### src/rtl/limit_seq_pkg.sv
// Shared constants and state encoding for the limit sequencer.
// Optional build macro LIMIT_SEQ_LOOP_EN (see limit_sequencer.sv) does not affect this package.
package limit_seq_pkg;

    localparam int DEPTH_DEF   = 8;
    localparam int LIMIT_W_DEF = 21;
    localparam int REP_W_DEF   = 8;

    localparam logic [0:0] ST_IDLE = 1'b0;
    localparam logic [0:0] ST_RUN  = 1'b1;

    typedef enum logic [0:0] {
        IDLE = ST_IDLE,
        RUN  = ST_RUN
    } state_e;

endpackage

### src/rtl/limit_sequencer_rise_detect.sv
// Single-flop rising-edge detector for the divider's slowclk output.
// Optional build macro LIMIT_SEQ_LOOP_EN does not affect this module.
module rise_detect (
    input  logic clk,
    input  logic rst_n,
    input  logic sig,
    output logic rise
);

    logic sig_q;

    always_ff @(posedge clk or negedge rst_n) begin
        if (!rst_n) begin
            sig_q <= 1'b0;
        end else begin
            sig_q <= sig;
        end
    end

    assign rise = sig & ~sig_q;

endmodule

### src/rtl/limit_sequencer.sv
// Plays a table of divider limits, holding each for a programmed number of slowclk rises.
// Define LIMIT_SEQ_LOOP_EN to wrap to entry 0 at end of sequence instead of returning to idle.
module limit_sequencer
    import limit_seq_pkg::*;
#(
    parameter int                  DEPTH      = DEPTH_DEF,
    parameter int                  LIMIT_W    = LIMIT_W_DEF,
    parameter int                  REP_W      = REP_W_DEF,
    parameter logic [LIMIT_W-1:0]  IDLE_LIMIT = '0
) (
    input  logic                       clk_20k,
    input  logic                       rst_n,
    input  logic                       wr_en,
    input  logic [$clog2(DEPTH)-1:0]   wr_addr,
    input  logic [LIMIT_W-1:0]         wr_limit,
    input  logic [REP_W-1:0]           wr_reps,
    input  logic [$clog2(DEPTH):0]     len,
    input  logic                       start,
    input  logic                       stop,
    input  logic                       slowclk,
    output logic [LIMIT_W-1:0]         limit,
    output logic [$clog2(DEPTH)-1:0]   step,
    output logic                       busy,
    output logic                       done,
    output logic [0:0]                 fsm_state
);

    localparam int AW = $clog2(DEPTH);

    logic [LIMIT_W-1:0] tbl_limit [DEPTH];
    logic [REP_W-1:0]   tbl_reps  [DEPTH];

    logic [0:0]         state_q, state_n;
    logic [AW-1:0]      step_n;
    logic [LIMIT_W-1:0] limit_n;
    logic [REP_W-1:0]   rep_cnt, rep_n;
    logic [REP_W-1:0]   reps_q, reps_n;
    logic [AW:0]        len_q, len_n;
    logic               done_n;

    logic               rise;
    logic [REP_W-1:0]   reps_eff;
    logic               last_rep;
    logic               last_step;
    logic               load;
    logic [AW-1:0]      load_idx;

    rise_detect u_rise (
        .clk   (clk_20k),
        .rst_n (rst_n),
        .sig   (slowclk),
        .rise  (rise)
    );

    // Table is plain storage; a write only matters the next time its entry is loaded.
    always_ff @(posedge clk_20k) begin
        if (wr_en) begin
            tbl_limit[wr_addr] <= wr_limit;
            tbl_reps[wr_addr]  <= wr_reps;
        end
    end

    assign reps_eff  = (reps_q == '0) ? REP_W'(1) : reps_q;
    assign last_rep  = (rep_cnt == reps_eff - REP_W'(1));
    assign last_step = ({1'b0, step} == len_q - (AW+1)'(1));

    always_comb begin
        state_n  = state_q;
        step_n   = step;
        limit_n  = limit;
        rep_n    = rep_cnt;
        reps_n   = reps_q;
        len_n    = len_q;
        done_n   = 1'b0;
        load     = 1'b0;
        load_idx = '0;

        // stop wins over start and over end-of-sequence.
        if (stop) begin
            state_n = ST_IDLE;
            limit_n = IDLE_LIMIT;
            step_n  = '0;
            rep_n   = '0;
        end else if (state_q == ST_IDLE) begin
            if (start && (len != '0)) begin
                state_n  = ST_RUN;
                len_n    = len;
                load     = 1'b1;
                load_idx = '0;
            end
        end else if (rise) begin
            if (last_rep) begin
                if (last_step) begin
                    done_n = 1'b1;
`ifdef LIMIT_SEQ_LOOP_EN
                    load     = 1'b1;
                    load_idx = '0;
`else
                    state_n = ST_IDLE;
                    limit_n = IDLE_LIMIT;
                    step_n  = '0;
                    rep_n   = '0;
`endif
                end else begin
                    load     = 1'b1;
                    load_idx = step + AW'(1);
                end
            end else begin
                rep_n = rep_cnt + REP_W'(1);
            end
        end

        if (load) begin
            step_n  = load_idx;
            limit_n = tbl_limit[load_idx];
            reps_n  = tbl_reps[load_idx];
            rep_n   = '0;
        end
    end

    always_ff @(posedge clk_20k or negedge rst_n) begin
        if (!rst_n) begin
            state_q <= ST_IDLE;
            step    <= '0;
            limit   <= IDLE_LIMIT;
            rep_cnt <= '0;
            reps_q  <= '0;
            len_q   <= '0;
            done    <= 1'b0;
        end else begin
            state_q <= state_n;
            step    <= step_n;
            limit   <= limit_n;
            rep_cnt <= rep_n;
            reps_q  <= reps_n;
            len_q   <= len_n;
            done    <= done_n;
        end
    end

    assign busy      = (state_q == ST_RUN);
    assign fsm_state = state_q;

endmodule

### config.mk
export PLATFORM = sky130hd
export DESIGN_NAME = limit_sequencer
export DESIGN_NICKNAME = d
export VERILOG_FILES = /design/src/rtl/limit_seq_pkg.sv /design/src/rtl/limit_sequencer_rise_detect.sv /design/src/rtl/limit_sequencer.sv
export SDC_FILE = /design/constraint.sdc
export NUM_CORES = 1
export LEC_CHECK = 0
export CORE_MARGIN = 8
export CORE_UTILIZATION = 59
export DETAILED_ROUTE_END_ITERATION = 16
export PLACE_DENSITY = 0.79
export SYNTH_ARGS = -nofsm -noshare
export SYNTH_HDL_FRONTEND = slang
export SYNTH_SLANG_ARGS = --single-unit
### constraint.sdc
create_clock -name clk_20k -period 4.37 [get_ports clk_20k]
set_input_delay 1.311 -clock clk_20k [delete_from_list [all_inputs] [get_ports clk_20k]]
set_output_delay 1.311 -clock clk_20k [all_outputs]
set_load 0.02 [all_outputs]
# Word level (Yosys, flattened, before mapping)
# Memory sizes are Yosys's and may differ from the RTL's. A register that Yosys moved wholly into a read port is not among the register bits.
# Cells that the tools add are included.
# word_totals
ff_bits,39
ramBits,232
input_bits,42
out_inout_bits,27
word_cells,72
mem_count,2
# op_classes
addsub,4
eq_ne,3
muxes,41
n_bitwise,4
reduce_logical,11
# mem_list
memory,words,width,rd,rd_clocked_by_memory_dff,wr,line,rtl
tbl_limit,8,21,1,0,1,limit_sequencer.sv:30,logic [LIMIT_W-1:0] tbl_limit [DEPTH];
tbl_reps,8,8,1,1,1,limit_sequencer.sv:31,logic [REP_W-1:0] tbl_reps [DEPTH];
# op_table
operator,n
two-way mux 21 bit,6
two-way mux 8 bit,7
two-way mux 3 bit,11
two-way mux 1 bit,17
nonzero test 3 bit,4
adder 8 x 1 -> 8 bit (second input constant),1
equality test 8 bit,1
logical NOT 8 bit,1
subtractor 8 x 1 -> 8 bit (second input constant),1
AND reduction 3 bit,2
equality test 3 x 4 -> 1 bit,1
!= test 4 x 2 -> 1 bit (second input constant),1
AND reduction 4 bit,1
nonzero test 4 bit,1
subtractor 4 x 1 -> 4 bit (second input constant),1
adder 3 x 1 -> 3 bit (second input constant),1
NOT 1 bit,3
bitwise AND 1 bit,1
logical AND 1 bit,1
logical NOT 1 bit,1

# Depth between registers and ports, before layout
# Gate-level depths: netlist of the first run.
# logic_depth
word_depth,10
mapped_depth,13
depth_no_buf,11

# Modules after synthesis
# From an unflattened synthesis of the first run, not the netlist that was laid out.
# unflattened
hier_cells,813
hier_area_um2,11410.9
# modules_own_cells
mod,instances,cells_each,area_per_inst_um2,seq_area_each_um2
limit_sequencer,1,811,11372.2,8117.8
rise_detect,1,2,38.8,25.0

# Worst setup path after synthesis of the first run
# Ideal clock, no wire load.
# synth_path
path_kind,input to register
startpoint,input port wr_addr[1]
endpoint,memory tbl_limit[0][0] (netlist name) (enable)
setup_time_ps,452
t_arrival_ps,3495
t_required_ps,3918
setup_slack_ps,423
cell_stages,2
n_path_buf,0
path_cell_list,nand2b_1 -> nor3_1
# synth_rtl
item,line,rtl
start: declaration,limit_sequencer.sv:14,"input logic [$clog2(DEPTH)-1:0] wr_addr,"
end: declaration,limit_sequencer.sv:30,
# No word-level cell before the write port.

# Worst setup path after layout of the first run
# layout_path
startpoint,register reps_q[2] (read register of tbl_reps)
endpoint,register reps_q[2] (read register of tbl_reps)
# layout_between
elab_chain_cells,8
elab_cells_between_ends,12
cone_classes,1 x add/sub; 1 x eq/ne; 9 x mux; 1 x reduce/logical
# layout_lines
item,line,rtl
start: declaration,limit_sequencer.sv:37,"logic [REP_W-1:0] reps_q, reps_n;"
logical NOT 8 bit,limit_sequencer.sv:63,assign reps_eff = (reps_q == '0) ? REP_W'(1) : reps_q;
two-way mux 8 bit *,limit_sequencer.sv:63,
subtractor 8 x 1 -> 8 bit *,limit_sequencer.sv:64,assign last_rep = (rep_cnt == reps_eff - REP_W'(1));
equality test 8 bit *,limit_sequencer.sv:64,
two-way mux 3 bit or two-way mux 1 bit (tied branches),limit_sequencer.sv:92,if (last_rep) begin
two-way mux 3 bit or two-way mux 1 bit (tied branches),limit_sequencer.sv:91,end else if (rise) begin
two-way mux 3 bit or two-way mux 1 bit (tied branches),limit_sequencer.sv:84,end else if (state_q == ST_IDLE) begin
two-way mux 3 bit or two-way mux 1 bit (tied branches),limit_sequencer.sv:79,if (stop) begin
# Every way passes the cells marked *; elsewhere a longest branch is shown, timed or not.
# A chain may end at the register's enable or synchronous reset.

==> results of run 1 <==
-- timing repair --
| action | CTS | global route |
|---|---|---|
| endpoints found under the hold margin | 0 | 0 |
| setup endpoints to repair | 0 | 17 |
| gates resized for setup | 0 | 1 |
-- per-stage QoR --
stage | instances | cell area [um2] | total power, uW | hold WS, ns | worst slack (ns)
3_3_place_gp | 1114 | 12850 | 3592 | 0.4990 | 0.4266
6_report | 1164 | 13780 | 6005 | 0.5032 | 0.3001
2_1_floorplan | 808 | 11780 | 3398 | 0.4954 | 0.4235
5_1_grt | 1164 | 13780 | 6196 | 0.5292 | 0.1039
4_1_cts | 1164 | 13780 | 6033 | 0.5179 | 0.1785
3_5_place_dp | 1114 | 12850 | 3625 | 0.5039 | 0.2040
-- state kept, by name, indices dropped and copies added (netlist names) --
| register | count |
|---|---|
| tbl_limit | 168 |
| tbl_reps | 64 |
| limit | 21 |
| rep_cnt | 8 |
| reps_q | 8 |
| len_q | 4 |
| step | 3 |
| busy | 1 |
| done | 1 |
| u_rise.sig_q | 1 |
-- worst max-delay path: stages, from the launching register on --
cell and delay [ns]:
dfrtp_1 0.44, or3_4 0.43, or4_4 0.48, nor2_1 0.11
nor2_1 0.06, ha_1 0.23, or3_1 0.37, a31oi_1 0.33
nand4_4 0.36, nor4_4 0.51, buf_4 0.32, o211ai_1 0.12
o211ai_1 0.22
-- power by group --
| group | internal [uW] | switching (uW) |
|---|---|---|
| clock network | 1460 | 968 |
| registers | 3000 | 66.7 |
| logic | 198 | 317 |
-- cell type report --
cell class                 count  area [um2]  area share
clock buffer                  34       711.9     0.05165
clock inverter                16       220.2     0.01598
inverter                      12       45.04    0.003268
multi-input combinational    465        3441      0.2496
sequential                   279        8147      0.5910
tap                          265       331.6     0.02405
timing repair buffer          93       888.4     0.06445
-- layer usage --
layer | routed length, um | part of all wire
met2 | 13640 | 0.51
met5 | 0 | 0
met4 | 536 | 0.020
met1 | 10680 | 0.40
met3 | 2111 | 0.078
-- cells by family (layout without fill, tap and decap cells) --
family	after synthesis	in the layout
flops	279	279
buf+inv	64	155
mux	82	82
simple gates	226	226
compound gates	135	135
xor+xnor	18	18
fa+ha+maj	4	4
-- path summary, 6_finish.rpt --
path | start | end | depth (start not counted)
worst max-delay path | reps_q[2] | reps_q[2] | 12
worst min-delay path | limit[12] | limit[12] | 2
worst max register to register | reps_q[2] | reps_q[2] | 12
worst min register to register | limit[12] | limit[12] | 2
max in group asynchronous | rst_n | step[0] | 1
min in group asynchronous | rst_n | rep_cnt[6] | 1
-- cell usage in the layout, fill, tap and decap left out, types with 4 or more instances in the layout --
cell type,n
a32oi_1,5
a22oi_1,37
edfxtp_1,232
nor2_1,57
nand2_1,49
nand3_1,15
o211ai_1,22
nand4_1,30
mux2_2,19
buf_4,23
nor2_2,6
inv_1,12
bufinv_16,5
clkbuf_16,27
dfrtp_1,46
clkbuf_1,6
clkdlybuf4s50_1,67
nand2b_1,23
a21oi_1,29
mux2i_1,46
xor2_1,10
o21ai_1,16
xnor2_1,8
nor2b_1,12
or4_1,7
nor3_1,4
mux4_2,17
clkinv_2,7
o31ai_1,8
o21ai_0,6
==> key figures, run 1 <==
Detailed routing
  • Via Count: 7,426
  • Initial DRT Pass Iterations: 5
  • Avg WL per Cell: ~23 um
  • Drt drc: 0
  • Post-DR vias/cell: 6.380
  • Final ANT Viol Nets: 0
  • DRT iter0 DRCs: 905
  • Total Routed Length: 26.97 mm

Cells and area
  • Post-layout util: 0.7059
  • Diode count: 0
  • Area Growth Syn to Fin: 17.05%
  • Share of cells above drive strength 1: 0.1402
  • Filler instances: 1,292
  • Nets: 924

Floorplan
  • Starting Density: 0.6031
  • Row cnt: 51
  • Core Area: 19,530 um2
  • Die span in x: 157.3 um
  • I/O pin total: 69
  • Die ar.: 24,740 um2
  • Die Ht: between 150 and 200 um

Synth
  • Netlist cell types: between 50 and 60
  • Synthesized Nets: 854
  • Largest cells by area after synthesis: edfxtp_1 (59%), dfrtp_1 (10%), mux2i_1 (3.9%), mux4_2 (3.3%), a22oi_1 (2.4%)
  • Top cells by count, synth: edfxtp_1 (232), nor2_1 (63), nand2_1 (49), dfrtp_1 (47), mux2i_1 (46)
  • Yosys top cell by area: edfxtp_1
  • Cells after synthesis: 808
  • Compound-Gate Fraction of Synth Area: 0.07873
  • Post-Syn Area: 11,780 um2
  • Post-synth EDFFs: 232
  • Synth warn: 0
  • Synth Area in XOR/XNOR: 0.01339
  • Simple logic cell fraction of the synthesized area: 0.09934
  • Dominant synthesized flop cell: edfxtp_1
  • Main combinational cell family by area after synthesis: simple AND/OR/NAND/NOR gates
  • Area share of the largest cell type after synthesis: 0.5916
  • FF+latch count, synth: roughly 280
  • Most frequent cell after synthesis: edfxtp_1
  • Sequential fraction of the synthesis area: 0.6915
  • Mux contribution to synthesized area: 0.08978
  • Synth Area in Adders: 0.004250
  • Synth Area per Inst: 14.57 um2
  • Async S/R FF share, synth: 0.1685

Job
  • Max cap viols: 0

STA
  • Max Freq: between 200 and 250 MHz
  • Setup-failing EPs final: 0
  • Clk_skew: 0.01698 ns
  • Max-slew headroom: 0.3145
  • Final period util: 0.9313
  • TNS Setup: 0 ns
  • Unrepaired setup endpoints after global routing: no
  • Worst-Margin Slew: a little over 1 ns
  • Fin. Hold Viols: 0
  • Final Max Slew Viols: 0
  • Period minus WS final: 4.070 ns

Pwr
  • Leakage power: 0.004484 uW
  • Worst vdd ir: around 0.33 mV
  • Power per Cell Area: 435.6 nW/um2

Global routing
  • GR Layer Usage met1: 0.2820
  • Vias in the first global route: ~8,000
  • Global-route wire length before repair: 42.81 mm
  • GR Util met2: 0.3796
  • Met3 track demand over resource: 0.03729
  • Largest net degree at the start of global routing: 67
  • Gr usage total: 0.2230
  • Grt peak-use layer: met2
  • Initial antenna violation count: 0
  • Total gr overflow: 0

CTS
  • Worst-Skew Late Latency: 0.55 ns
  • Max Buffers Root-to-Sink: 3
  • Setup Fix Bufs, Post-CTS: 0
  • Root Driver: clkbuf_16
  • Clock slew at reported path FFs: about 0.060 ns
  • CTS tree: done
  • CTS H-tree depth: 1
  • TritonCTS buffer count: 27
  • CTS Sinks: 279
  • CTS Hold Bufs: 0

Setup path
  • CP max FO: 18
  • Worst R2R Setup Slack: 0.30 ns
  • Crit path kind: reg -> reg
  • Worst EP arrival: 4.52 ns
  • CP endpoint kind: register
  • Worst Setup Start Kind: register
  • Critical Path RT: 4.82 ns

Hold path
  • Min-Delay Path Class: reg -> reg

Place
  • Global placement routability congestion: 0.8367
  • Post-DP HPWL: 15.55 mm
  • I/O Buffers: between 60 and 70

Outcome
  • Outcome: complete, no violations
No activity file was read; power rests on OpenSTA's default activity.
==> inputs of run 2 (changes only) <==
Settings changed: CELL_PAD_IN_SITES_DETAIL_PLACEMENT from default to 0, CELL_PAD_IN_SITES_GLOBAL_PLACEMENT from default to 1, CORE_UTILIZATION 59 to 50, PLACE_DENSITY 0.79 to default, PLACE_DENSITY_LB_ADDON from default to 0.1.
==> key figures, run 2 (synthesis results as in run 1) <==
Outcome
  • Outcome: complete, no violations

Setup path
  • CP bufs+invs: 1 (unchanged)
  • R2R depth: 12 (unchanged)
  • Reg2reg end: limit[6]
  • Worst EP arrival: 4.36 ns (-0.16 ns)
  • Critical path, cell by cell: or3_4 > or4_4 > nor2_1 > nor2_1 > ha_1 > or3_1 > a31oi_1 > nand4_4 > nor4_2 > buf_4 > nand3_1 > o211ai_1
  • CP endpoint kind: register
  • Crit Reg-Reg Startpoint: reps_q[2]
  • CP max FO: 18 (unchanged)
  • Setup crit end: limit[6]
  • Crit path kind: reg -> reg
  • Critical path depth: 12 (unchanged)
  • Worst R2R Setup Slack: 0.49 ns (+0.19 ns)
  • Worst Setup Start Kind: register
  • Critical Path RT: 4.85 ns (+0.03 ns)
  • Critical-path top delay cell: or4_4
  • Slowest stage delay, CP: 0.47 ns (-0.04 ns)
  • Worst path most repeated cell: nor2_1
  • Critical path origin: reps_q[2]
  • Delay-heaviest family, CP: simple AND/OR/NAND/NOR gates

Global routing
  • Vias in the first global route: 7,769 (-2.3%)
  • Largest net degree at the start of global routing: 55 (-18%)
  • Gr usage total: 0.1925 (-0.03048)
  • Total gr overflow: 0 (unchanged)
  • Initial antenna violation count: 1 (+1)
  • Global-route wire length before repair: 42.93 mm (+0.29%)

Cells and area
  • Share of cells above drive strength 1: 0.1436 (+0.003491)
  • Filler instances: 1,804 (+40%)
  • Largest register FFs: 168 (unchanged)
  • Register area: 8147 um2 (unchanged)
  • Final non-filler cell total: 1,224 (+5.2%)
  • Area Growth Syn to Fin: 18.21%
  • Most frequent cells in the layout: edfxtp_1 (232), clkdlybuf4s50_1 (67), nor2_1 (57)
  • Multi-input logic area: 3465 um2 (+0.69%)
  • Nets: 928 (+0.43%)
  • Commonest non-fill, non-tap cell in the layout: edfxtp_1
  • Biggest register: tbl_limit
  • Diode count: 0 (unchanged)
  • Biggest regs: tbl_limit (168), tbl_reps (64), limit (21)

Detailed routing
  • Drt drc: 0 (unchanged)
  • Avg WL per Cell: 22.66 um (-2.2%)
  • Initial DRT Pass Iterations: 5 (unchanged)
  • Via Count: 7,238 (-2.5%)
  • DRT iter0 DRCs: 600 (-34%)
  • Final ANT Viol Nets: 0 (unchanged)
  • Post-DR vias/cell: 5.913 (-7.3%)
  • Total Routed Length: 27.74 mm (+2.9%)

STA
  • Max-slew headroom: 0.4791 (+0.1646)
  • Unrepaired setup endpoints after global routing: no
  • Final period util: 0.8888 (-0.04249)
  • Final Max Slew Viols: 0 (unchanged)
  • Fin. Hold Viols: 0 (unchanged)
  • Setup-failing EPs final: 0 (unchanged)
  • Max Freq: 257.5 MHz (+4.8%)
  • Clk_skew: 0.01484 ns (-0.002140 ns)
  • Worst-Margin Slew: 0.7813 ns (-0.2469 ns)
  • Period minus WS final: 3.884 ns (-0.1857 ns)
  • TNS Setup: 0 ns (unchanged)
  • Hold slack: 0.5422 ns (+0.03906 ns)

CTS
  • Post-CTS sizing: 0 (unchanged)
  • TritonCTS buffer count: 29 (+7.4%)
  • Clock slew at reported path FFs: 0.07 ns (about the same)
  • Max Buffers Root-to-Sink: 3 (unchanged)
  • CTS Sinks: 279 (unchanged)
  • CTS tree: done
  • CTS Hold Bufs: 0 (unchanged)
  • Root Driver: clkbuf_16
  • Worst-Skew Late Latency: 0.56 ns (about the same)
  • Setup Fix Bufs, Post-CTS: 0 (unchanged)
  • CTS H-tree depth: 1 (unchanged)

Place
  • Post-DP HPWL: 16.08 mm (+3.4%)
  • I/O Buffers: 68 (unchanged)
  • Global placement routability congestion: 0.8108 (-3.1%)
  • Placed insts: 1,170 (+5.0%)

Pwr
  • Leakage power: 0.004502 uW (+0.39%)
  • Power per Cell Area: 436.8 nW/um2 (+0.27%)
  • Worst vdd ir: 0.3309 mV (+1.4%)

Floorplan
  • Die span in x: 169.5 um (+7.8%)
  • Die Ht: 169.5 um (+7.8%)
  • Die ar.: 28,720 um2 (+16%)
  • Core Area: 23,330 um2 (+19%)
  • I/O pin total: 69 (unchanged)
  • Row cnt: 56 (+9.8%)
  • Starting Density: 0.5047 (-0.09838)

Hold path
  • Min-Delay Path Class: reg -> reg

Job
  • Max cap viols: 0 (unchanged)
==> run 2: where the power goes <==
| part | internal (uW) | total [uW] | switching, uW |
|---|---|---|---|
| Sequential | 3000 | 3070 | 67.2 |
| Combinational | 199 | 514 | 316 |
| Clock | 1480 | 2500 | 1020 |
| Total | 4670 | 6080 | 1410 |
==> run 2: metal layers <==
metal,vias to the layer above,track usage,part of all wire
li1,3263,-,-
met1,3705,0.2562,0.44
met2,220,0.3197,0.48
met3,48,0.03326,0.057
met4,2,0.05964,0.026
met5,-,0,0.00029
==> run 2: area by class of cell <==
type                       count  share of cell area
clock buffer                  41             0.05824
sequential                   279              0.5852
clock inverter                13             0.01177
multi-input combinational    465              0.2489
timing repair buffer          95             0.06399
inverter                      12            0.003236
tap                          319             0.02867
==> run 2: worst min-delay path by stage <==
stage                        start       end  slack [ns]  cells past startpoint
after global routing      len_q[2]  len_q[2]        0.57                      1
after detailed placement  limit[7]  limit[7]        0.53                      2
after floorplan           len_q[2]  len_q[2]        0.50                      1
after CTS                 limit[7]  limit[7]        0.54                      2
after global placement    len_q[2]  len_q[2]        0.51                      1
final                     limit[7]  limit[7]        0.54                      2
==> run 2: metrics by stage <==
stage | cell area [um2] | power [uW] | worst slack, ns | util
2_1_floorplan | 11780 | 3398 | 0.4235 | -
3_3_place_gp | 12950 | 3609 | 0.6513 | 0.5549
3_5_place_dp | 12950 | 3633 | 0.5018 | 0.5549
4_1_cts | 13920 | 6115 | 0.4900 | 0.5966
5_1_grt | 13920 | 6258 | 0.2856 | 0.5966
6_report | 13920 | 6081 | 0.4858 | 0.5966
==> run 2: worst min-delay path, stage by stage (launching register included) <==
cell	delay, ns
dfrtp_1	0.35
a22oi_1	0.08
o21ai_1	0.07
==> inputs of run 3 (changes only) <==
Settings changed: PLACE_DENSITY_LB_ADDON 0.1 to 0.2.
==> key figures, run 3 (synthesis results as in run 1) <==
Hold path
  • Hold Startpoint: limit[11]
  • Min-Delay Path Class: reg -> reg
  • Min-Delay Endpoint: limit[11]
  • Hold path cells: 2 (unchanged)

Detailed routing
  • Avg WL per Cell: 21.79 um (-3.9%)
  • Drt drc: 0 (unchanged)
  • Post-DR vias/cell: 5.845 (-1.2%)
  • Via Count: 7,178 (-0.83%)
  • Final ANT Viol Nets: 0 (unchanged)
  • Initial DRT Pass Iterations: 4 (-1)
  • DRT iter0 DRCs: 654 (+9.0%)
  • Total Routed Length: 26.76 mm (-3.5%)

CTS
  • Max Buffers Root-to-Sink: 3 (unchanged)
  • Clock slew at reported path FFs: 0.06 ns (about the same)
  • CTS tree: done
  • TritonCTS buffer count: 30 (+3.4%)
  • CTS Sinks: 279 (unchanged)
  • Root Driver: clkbuf_16
  • Setup Fix Bufs, Post-CTS: 0 (unchanged)
  • Post-CTS sizing: 0 (unchanged)
  • Worst-Skew Late Latency: 0.55 ns (about the same)
  • CTS H-tree depth: 1 (unchanged)
  • CTS Hold Bufs: 0 (unchanged)

Place
  • Global placement routability congestion: 0.8654 (+6.7%)
  • I/O Buffers: 68 (unchanged)
  • Setup WS pre-CTS: 0.3677 ns (-0.1341 ns)
  • Post-DP HPWL: 15.79 mm (-1.8%)

Setup path
  • Worst EP arrival: 4.41 ns (+0.05 ns)
  • Crit Reg-Reg Startpoint: reps_q[2]
  • Worst R2R Setup Slack: 0.37 ns (-0.12 ns)
  • Crit path kind: reg -> reg
  • CP bufs+invs: 0 (-1)
  • Worst Setup Start Kind: register
  • Critical Path RT: 4.78 ns (-0.07 ns)
  • Critical-path top delay cell: and4_1
  • CP max FO: 11 (-7)
  • Critical path origin: reps_q[2]
  • Slowest stage delay, CP: 0.61 ns (+0.14 ns)
  • Worst path most repeated cell: nor2_1
  • Critical path, cell by cell: or3_4 > or4_4 > nor2_1 > nor2_1 > ha_1 > or3_1 > a31oi_1 > and4_1 > nand2_1 > o21ai_1 > nor2_1
  • CP endpoint kind: register
  • Delay-heaviest family, CP: simple AND/OR/NAND/NOR gates
  • Reg2reg end: rep_cnt[3]
  • R2R depth: 11 (-1)

Pwr
  • Leakage power: 0.004500 uW (about the same)
  • Comb pwr share: 0.086 (about the same)
  • Sw frac: 0.2273 (-0.004191)
  • Cell-internal power: 4615 uW (-1.2%)
  • Worst vdd ir: 0.3486 mV (+5.3%)
  • Part of the power in the clock network: 0.400 (-0.011)
  • Power per Cell Area: 429.8 nW/um2 (-1.6%)
  • Flop pwr share: 0.514 (+0.010)
  • Net switching power: 1357 uW (-3.6%)

Floorplan
  • I/O pin total: 69 (unchanged)
  • Row cnt: 56 (unchanged)
  • Starting Density: 0.5047 (unchanged)
  • Die Ht: 169.5 um (unchanged)
  • Die span in x: 169.5 um (unchanged)
  • Die ar.: 28,720 um2 (unchanged)
  • Core Area: 23,330 um2 (unchanged)

Job
  • Max cap viols: 0 (unchanged)

Cells and area
  • Biggest register: tbl_limit
  • Nets: 931 (+0.32%)
  • Share of cells above drive strength 1: 0.1419 (-0.001732)
  • Commonest non-fill, non-tap cell in the layout: edfxtp_1
  • Multi-input logic area: 3450 um2 (-0.43%)
  • Filler instances: 1,790 (-0.78%)
  • Largest register FFs: 168 (unchanged)
  • Area Growth Syn to Fin: 17.99%
  • Most frequent cells in the layout: edfxtp_1 (232), clkdlybuf4s50_1 (67), nor2_1 (57)
  • Diode count: 0 (unchanged)
  • Register area: 8147 um2 (unchanged)
  • Biggest regs: tbl_limit (168), tbl_reps (64), limit (21)

Global routing
  • GR Layer Usage met1: 0.2572 (+0.001024)
  • GR Util met2: 0.3088 (-0.01087)
  • Grt peak-use layer: met2
  • Vias in the first global route: 7,501 (-3.4%)
  • Global-route wire length before repair: 42.12 mm (-1.9%)
  • Largest net degree at the start of global routing: 59 (+7.3%)
  • Met3 track demand over resource: 0.03373 (+0.0004652)
  • Gr usage total: 0.1887 (-0.003841)
  • Total gr overflow: 0 (unchanged)
  • Initial antenna violation count: 0 (-1)

STA
  • Fin. Hold Viols: 0 (unchanged)
  • Final WS setup: 0.3676 ns (-0.1182 ns)
  • Hold slack: 0.5369 ns (-0.005356 ns)
  • Max Freq: 249.8 MHz (-3.0%)
  • Max-slew headroom: 0.3855 (-0.09361)
  • TNS Setup: 0 ns (unchanged)
  • Clk_skew: 0.01486 ns (+0.00002270 ns)
  • Worst-Margin Slew: 0.9217 ns (+0.1404 ns)
  • Period minus WS final: 4.002 ns (+0.1182 ns)
  • Final period util: 0.9159 (+0.02705)
  • Final Max Slew Viols: 0 (unchanged)
  • Setup-failing EPs final: 0 (unchanged)
  • Unrepaired setup endpoints after global routing: no

Outcome
  • Outcome: complete, no violations
[run 3: area by class of cell]
type	count	area share
inverters	12	0.003242
flip-flops and latches	279	0.5863
clock inverters	9	0.006033
repair buffers	97	0.06520
well taps	319	0.02873
clock buffers	47	0.06222
multi-input cells	465	0.2483
[run 3: worst reg2reg max path: cells and delay by family, from the launching register on]
family / cells / cell delay (ns)
AOI/OAI and AO/OA: 2 / 0.77
and+or+nand+nor: 8 / 2.44
adders and majority gates: 1 / 0.23
DFF: 1 / 0.45
[run 3: power groups by stage]
stage | clock network [uW] | registers, uW | logic (uW)
after floorplan | 0 | 3120 | 281
after global placement | 0 | 3110 | 502
after detailed placement | 0 | 3120 | 512
after CTS | 2440 | 3070 | 516
after global routing | 2560 | 3080 | 554
final | 2390 | 3070 | 513
[run 3: through the flow]
stage	area [um2]	instances	util	total power (uW)
floorplan	11780	808	-	3398
global placement	12950	1172	0.5549	3614
finish	13890	1228	0.5955	5972
global route	13890	1228	0.5955	6189
CTS	13890	1228	0.5955	6022
detailed placement	12950	1172	0.5549	3631
[run 3: layer usage]
metal / wire length (um) / vias to the layer above / share of wire
li1: - / 3283 / -
met1: 11810 / 3621 / 0.44
met2: 12890 / 227 / 0.48
met3: 1615 / 47 / 0.060
met4: 439 / 0 / 0.016
met5: 0 / - / 0
[run 3: worst max-delay path by stage]
stage                      end  slack (ns)  cells past startpoint
2_1_floorplan  tbl_limit[0][0]        0.42                      2
3_3_place_gp         reps_q[7]        0.55                     12
3_5_place_dp        rep_cnt[3]        0.37                     11
4_1_cts             rep_cnt[3]        0.38                     11
5_1_grt             rep_cnt[3]        0.22                     11
6_report            rep_cnt[3]        0.37                     11
